**config.mk**
```make
export PLATFORM = sky130hd
export DESIGN_NAME = usb_tx_pkt_gen
export DESIGN_NICKNAME = d
export VERILOG_FILES = /design/src/rtl/usb_tx_pkt_gen.sv
export SDC_FILE = /design/constraint.sdc
export NUM_CORES = 1
export LEC_CHECK = 0
export CAP_MARGIN = 20
export CORE_ASPECT_RATIO = 1.2
export CORE_MARGIN = 2
export CORE_UTILIZATION = 57
export CTS_BUF_LIST = sky130_fd_sc_hd__clkbuf_4 sky130_fd_sc_hd__clkbuf_8 sky130_fd_sc_hd__clkbuf_16
export CTS_CLUSTER_DIAMETER = 80
export DETAILED_ROUTE_END_ITERATION = 16
export PLACE_DENSITY = 0.86
export SKIP_CTS_REPAIR_TIMING = 1
export SYNTH_ARGS = -nofsm -noshare
export SYNTH_HDL_FRONTEND = slang
export SYNTH_SLANG_ARGS = --single-unit
```
**constraint.sdc**
```tcl
create_clock -name clk -period 3.7 [get_ports clk]
set_input_delay 0.74 -clock clk [delete_from_list [all_inputs] [get_ports clk]]
set_output_delay 0.74 -clock clk [all_outputs]
set_load 0.01 [all_outputs]
```
**src/rtl/usb_tx_pkt_gen.sv**
```systemverilog
`default_nettype none
// =============================================================================
// Module   : usb_tx_pkt_gen
// Purpose  : USB 2.0 transmit packet generator (token, SOF, handshake, data)
//            emitting a flagged byte stream toward the PHY-side serializer.
// Revision : 1.0 - initial release
// =============================================================================
module usb_tx_pkt_gen #(
    parameter  int MAX_PAYLOAD = 64,
    parameter  bit EN_SOF      = 1'b1,
    parameter  bit EN_DATA     = 1'b1,
    localparam int LEN_W       = $clog2(MAX_PAYLOAD + 1)
) (
    input  logic             clk,
    input  logic             rst,
    input  logic             tx_valid,
    output logic             tx_ready,
    input  logic [1:0]       tx_type,
    input  logic [3:0]       tx_pid,
    input  logic [6:0]       tx_addr,
    input  logic [3:0]       tx_endp,
    input  logic [10:0]      tx_frame,
    input  logic [LEN_W-1:0] tx_len,
    input  logic [7:0]       pl_data,
    input  logic             pl_valid,
    output logic             pl_ready,
    output logic [7:0]       tx_to_data,
    output logic             tx_to_valid,
    output logic             tx_to_sop,
    output logic             tx_to_eop,
    input  logic             tx_to_ready,
    output logic [3:0]       tx_con_pid,
    output logic             tx_con_pid_en,
    output logic             tx_err
);

    localparam logic [1:0]       c_type_token = 2'd0;
    localparam logic [1:0]       c_type_sof   = 2'd1;
    localparam logic [1:0]       c_type_hs    = 2'd2;
    localparam logic [1:0]       c_type_data  = 2'd3;
    localparam logic [LEN_W-1:0] c_max_len    = LEN_W'(MAX_PAYLOAD);
    localparam logic [LEN_W-1:0] c_len_one    = LEN_W'(1);

    // State names the byte that is (or is about to be) held in the output stage.
    typedef enum logic [2:0] {
        S_IDLE   = 3'd0,
        S_PID    = 3'd1,
        S_TOK1   = 3'd2,
        S_TOK2   = 3'd3,
        S_DATA   = 3'd4,
        S_CRC_LO = 3'd5,
        S_CRC_HI = 3'd6
    } state_t;

    state_t           r_state;
    logic [3:0]       r_pid;
    logic [10:0]      r_d;
    logic [LEN_W-1:0] r_cnt;
    logic [15:0]      r_crc16;
    logic [7:0]       r_data;
    logic             r_valid;
    logic             r_sop;
    logic             r_eop;
    logic [3:0]       r_con_pid;
    logic             r_con_pid_en;
    logic             r_err;

    logic             w_load;
    logic             w_done;
    logic             w_reject;

    function automatic logic [4:0] crc5_calc(input logic [10:0] d);
        logic [4:0] c;
        c = 5'h1F;
        for (int i = 0; i < 11; i++) begin
            if (d[i] ^ c[4]) c = {c[3:0], 1'b0} ^ 5'h05;
            else             c = {c[3:0], 1'b0};
        end
        return ~c;
    endfunction

    function automatic logic [15:0] crc16_byte(input logic [15:0] crc, input logic [7:0] b);
        logic [15:0] c;
        c = crc;
        for (int i = 0; i < 8; i++) begin
            if (b[i] ^ c[15]) c = {c[14:0], 1'b0} ^ 16'h8005;
            else              c = {c[14:0], 1'b0};
        end
        return c;
    endfunction

    assign w_load   = !r_valid || tx_to_ready;
    assign w_done   = r_valid && r_eop && tx_to_ready;
    assign w_reject = ((tx_type == c_type_sof)  && !EN_SOF) ||
                      ((tx_type == c_type_data) && (!EN_DATA || (tx_len > c_max_len)));

    assign tx_ready      = (r_state == S_IDLE) && !rst;
    assign pl_ready      = (r_state == S_DATA) && w_load && !rst;
    assign tx_to_data    = r_data;
    assign tx_to_valid   = r_valid;
    assign tx_to_sop     = r_sop;
    assign tx_to_eop     = r_eop;
    assign tx_con_pid    = r_con_pid;
    assign tx_con_pid_en = r_con_pid_en;
    assign tx_err        = r_err;

    always_ff @(posedge clk) begin
        if (rst) begin
            r_state      <= S_IDLE;
            r_pid        <= 4'h0;
            r_d          <= 11'h000;
            r_cnt        <= '0;
            r_crc16      <= 16'hFFFF;
            r_data       <= 8'h00;
            r_valid      <= 1'b0;
            r_sop        <= 1'b0;
            r_eop        <= 1'b0;
            r_con_pid    <= 4'h0;
            r_con_pid_en <= 1'b0;
            r_err        <= 1'b0;
        end else begin
            r_con_pid_en <= 1'b0;
            r_err        <= 1'b0;
            if (w_done) begin
                r_valid      <= 1'b0;
                r_sop        <= 1'b0;
                r_eop        <= 1'b0;
                r_con_pid    <= r_pid;
                r_con_pid_en <= 1'b1;
                r_state      <= S_IDLE;
            end else begin
                case (r_state)
                    S_IDLE: begin
                        if (tx_valid) begin
                            if (w_reject) begin
                                r_err <= 1'b1;
                            end else begin
                                r_pid   <= tx_pid;
                                r_d     <= (tx_type == c_type_token) ? {tx_endp, tx_addr} : tx_frame;
                                r_cnt   <= tx_len;
                                r_crc16 <= 16'hFFFF;
                                r_data  <= {~tx_pid, tx_pid};
                                r_valid <= 1'b1;
                                r_sop   <= 1'b1;
                                r_eop   <= (tx_type == c_type_hs);
                                if (tx_type == c_type_hs)
                                    r_state <= S_PID;
                                else if (tx_type == c_type_data)
                                    r_state <= (tx_len == '0) ? S_CRC_LO : S_DATA;
                                else
                                    r_state <= S_TOK1;
                            end
                        end
                    end
                    S_PID: begin
                        // Handshake byte in flight; only completion leaves here.
                    end
                    S_TOK1: begin
                        if (w_load) begin
                            r_data  <= r_d[7:0];
                            r_valid <= 1'b1;
                            r_sop   <= 1'b0;
                            r_state <= S_TOK2;
                        end
                    end
                    S_TOK2: begin
                        if (w_load) begin
                            r_data  <= {crc5_calc(r_d), r_d[10:8]};
                            r_valid <= 1'b1;
                            r_sop   <= 1'b0;
                            r_eop   <= 1'b1;
                        end
                    end
                    S_DATA: begin
                        if (w_load) begin
                            r_sop <= 1'b0;
                            if (pl_valid) begin
                                r_data  <= pl_data;
                                r_valid <= 1'b1;
                                r_crc16 <= crc16_byte(r_crc16, pl_data);
                                r_cnt   <= r_cnt - c_len_one;
                                if (r_cnt == c_len_one)
                                    r_state <= S_CRC_LO;
                            end else begin
                                r_valid <= 1'b0;
                            end
                        end
                    end
                    S_CRC_LO: begin
                        if (w_load) begin
                            r_data  <= ~r_crc16[7:0];
                            r_valid <= 1'b1;
                            r_sop   <= 1'b0;
                            r_state <= S_CRC_HI;
                        end
                    end
                    S_CRC_HI: begin
                        if (w_load) begin
                            r_data  <= ~r_crc16[15:8];
                            r_valid <= 1'b1;
                            r_sop   <= 1'b0;
                            r_eop   <= 1'b1;
                        end
                    end
                    default: r_state <= S_IDLE;
                endcase
            end
        end
    end

endmodule
`default_nettype wire
```
==> results.toml <==
[status]
status = "complete, no violations"

[route]
drtPass1Iterations = 7
vias = 3411
routedWlPerCell_um = 16.30
drt-vias-per-instance = 5.922
detail_route.iter0.violations = 382
drc = 0
ant_nets = 0
wl_um = 9388

[yosys]
synth.area.top_cells = "dfxtp_1 (33%), nor2_1 (5.9%), nand2_1 (5.2%), xnor2_1 (4.5%), a21oi_1 (3.7%)"
synth-adder-area-share_pct = 0.7115
yosysTopAreaCellShare_pct = 33.01
synthCells = 430
synth_compound_area_share_pct = 23.19
synth_nets = 480
synth_edf_count = 0
synth_top_cell_by_area = "dfxtp_1"
synthXorXnorAreaFrac_pct = 11.85
seq_area_frac_synth_pct = 33.01
synth_mux_area_share_pct = 6.475
synth_seq_cells = 58
synthArstFlopShare_pct = 0
synth-simple-area-share_pct = 19.74
synth.distinct_cells = 59
synth_top_family_by_area = "compound AO/OA/AOI/OAI gates"
postSynthAreaPerCell_sq_um = 8.179
synth_warnings = 0
syn_area_sq_um = 3517
ys.flop_type = "dfxtp_1"

[power]
worst_ir_drop_vdd_v = 0.0004556
leakage_nw = 1.747
power_density_nw_per_um2 = 706.7

[placed_design]
dp_hpwl_um = 6869
placed_cells = 559
port_buffers = 66
gp_congestion = 0.9310

[die]
dieArea_sq_um = 6817
core_area_sq_um = 6012
fp.dieW_um = 75.71
initial_core_util_pct = 58.50
rows = 31
die_h_um = 90.05
io_pins = 67

[global_route]
antenna_found_initial = 0
gr-total-overflow = 0
grt_pass1_wl_um = 15690
grt_max_degree = 54
grtUsageTotal_pct = 29.32
grt_pass1_vias = 3311

[clocking]
clock_path_buffers = 2
cts_tree = "yes"
clk_pin_slew_ns = 0.07
clk_latency_ns = 0.34
cts.sinks = 58
cts_root_buf = "clkbuf_8"
cts.htree.levels = 3
numCtsBuffers = 9

[finish]
antenna_cells = 0
drive_above_1_share_pct = 9.514
final_common_cell = "clkdlybuf4s50_1"
area_growth_pct = 26.75
layout_common_cells = "clkdlybuf4s50_1 (65), dfxtp_1 (58), nor2_1 (55)"
num-fill-cells = 444
final_nets = 539
stdcell_count = 576

[setup_path]
arrival_ns = 2.20
worstSetupEndpointType = "output port"
worst_path_largest_cell_delay_ns = 0.66
cp_slowest_cell = "clkdlybuf4s50_1"
crit_family = "buffers and inverters"
criticalPathCategory = "flop to output port"
worst_setup_path_start_kind = "flop"
crit_chain = "nor4_1, clkdlybuf4s50_1"
required_ns = 2.96
crit_fanout = 23
cp.buffers_inverters = 1

[timing]
setup_viol = 0
rsz0062_at_grt = "no"
min_period_ns = 2.944
skew_ns = 0.01090
relSlewSlack_pct = 46.50
tns_ns = 0
slew_viol_final = 0
worst_pin_slew_ns = 0.8014
fmax_mhz = 339.7
fin_crit_sh_pct = 79.56
hold_violations = 0

[worst_hold_path]
hold_path.class = "flop to flop"

[job]
maxCapViolations = 0
==> flip-flops by register name (all words and copies together), names as in the netlist, 3 cells and up <==
signal	count
tx_con_pid	4
tx_to_data	8
r_pid	4
r_cnt	7
r_crc16	16
r_d	11
r_state	3
==> cell families after synthesis <==
family	count (synthesis)
DFF	58
buffers and inverters	44
muxes	16
xor gates and xnor gates	37
adders and majority gates	2
and+or+nand+nor	156
AOI/OAI and AO/OA	117
==> cells in the mapped netlist (3+ instances only) <==
cell,instances
xnor2_2,3
nand3_1,9
xnor2_1,18
a21oi_1,26
nand2_1,49
o21ai_0,26
xor2_1,10
and3_1,3
buf_2,6
nor2_1,55
nor3_1,23
a311oi_1,13
o21bai_1,14
nand2b_1,4
and2_1,3
xnor3_1,4
mux2i_1,10
mux4_2,4
dfxtp_1,58
a211oi_1,7
clkbuf_1,22
o311ai_0,3
inv_1,14
==> tightest hold or removal path, delay by kind of cell (launching register included) <==
| family | cells | cell delay [ns] |
|---|---|---|
| AO/OA/AOI/OAI | 1 | 0.05 |
| flip-flops | 1 | 0.31 |
| AND/OR/NAND/NOR | 1 | 0.05 |
==> final cells by class <==
cell class                      instances  area [sq um]  area share (%)
Clock buffer                           11         145.1           3.256
Clock inverter                          5         77.57           1.740
Inverter                               15         56.30           1.263
Multi-Input combinational cell        328          2180           48.89
Sequential cell                        58          1161           26.05
Tap cell                               82         102.6           2.301
Timing Repair Buffer                   77         735.7           16.50
==> power breakdown <==
group | switching [mW] | leakage, nW | internal, mW | total (mW)
Clock | 0.252 | 0.113 | 0.403 | 0.654
Sequential | 0.146 | 0.475 | 0.766 | 0.912
Combinational | 0.855 | 1.16 | 0.728 | 1.58
Total | 1.25 | 1.75 | 1.90 | 3.15
==> metal layers <==
layer	vias to the layer above	routed length [um]	track usage [%]	share of wire [%]
met5	-	0	0	0
met4	0	116	8.333	1.2
met3	15	599	6.390	6.4
met2	148	4894	47.97	52
met1	1601	3778	38.21	40
li1	1647	-	-	-
==> worst paths after layout <==
kind,startpoint,endpoint,slack (ns),cells after the start
setup reg to reg,r_state[1],tx_to_data[5],1.20,6
hold reg to reg,tx_con_pid[0],tx_con_pid[0],0.46,2
setup / recovery,r_state[1],tx_ready,0.76,2
hold / removal,tx_con_pid[0],tx_con_pid[0],0.46,2
==> stage by stage <==
stage | utilization, % | hold WS [ns] | power, mW | area [sq um] | worst slack (ns)
finish | 74.15 | 0.4576 | 3.150 | 4458 | 0.7562
CTS | 74.07 | 0.4607 | 3.141 | 4453 | 0.8075
global placement | 70.36 | 0.4470 | 2.438 | 4230 | 0.6952
floorplan | - | 0.4312 | 2.045 | 3517 | 1.423
detailed placement | 70.36 | 0.4530 | 2.479 | 4230 | 0.5130
global route | 74.15 | 0.4806 | 3.367 | 4458 | 0.6380
Power figures use the tool's default switching activity.
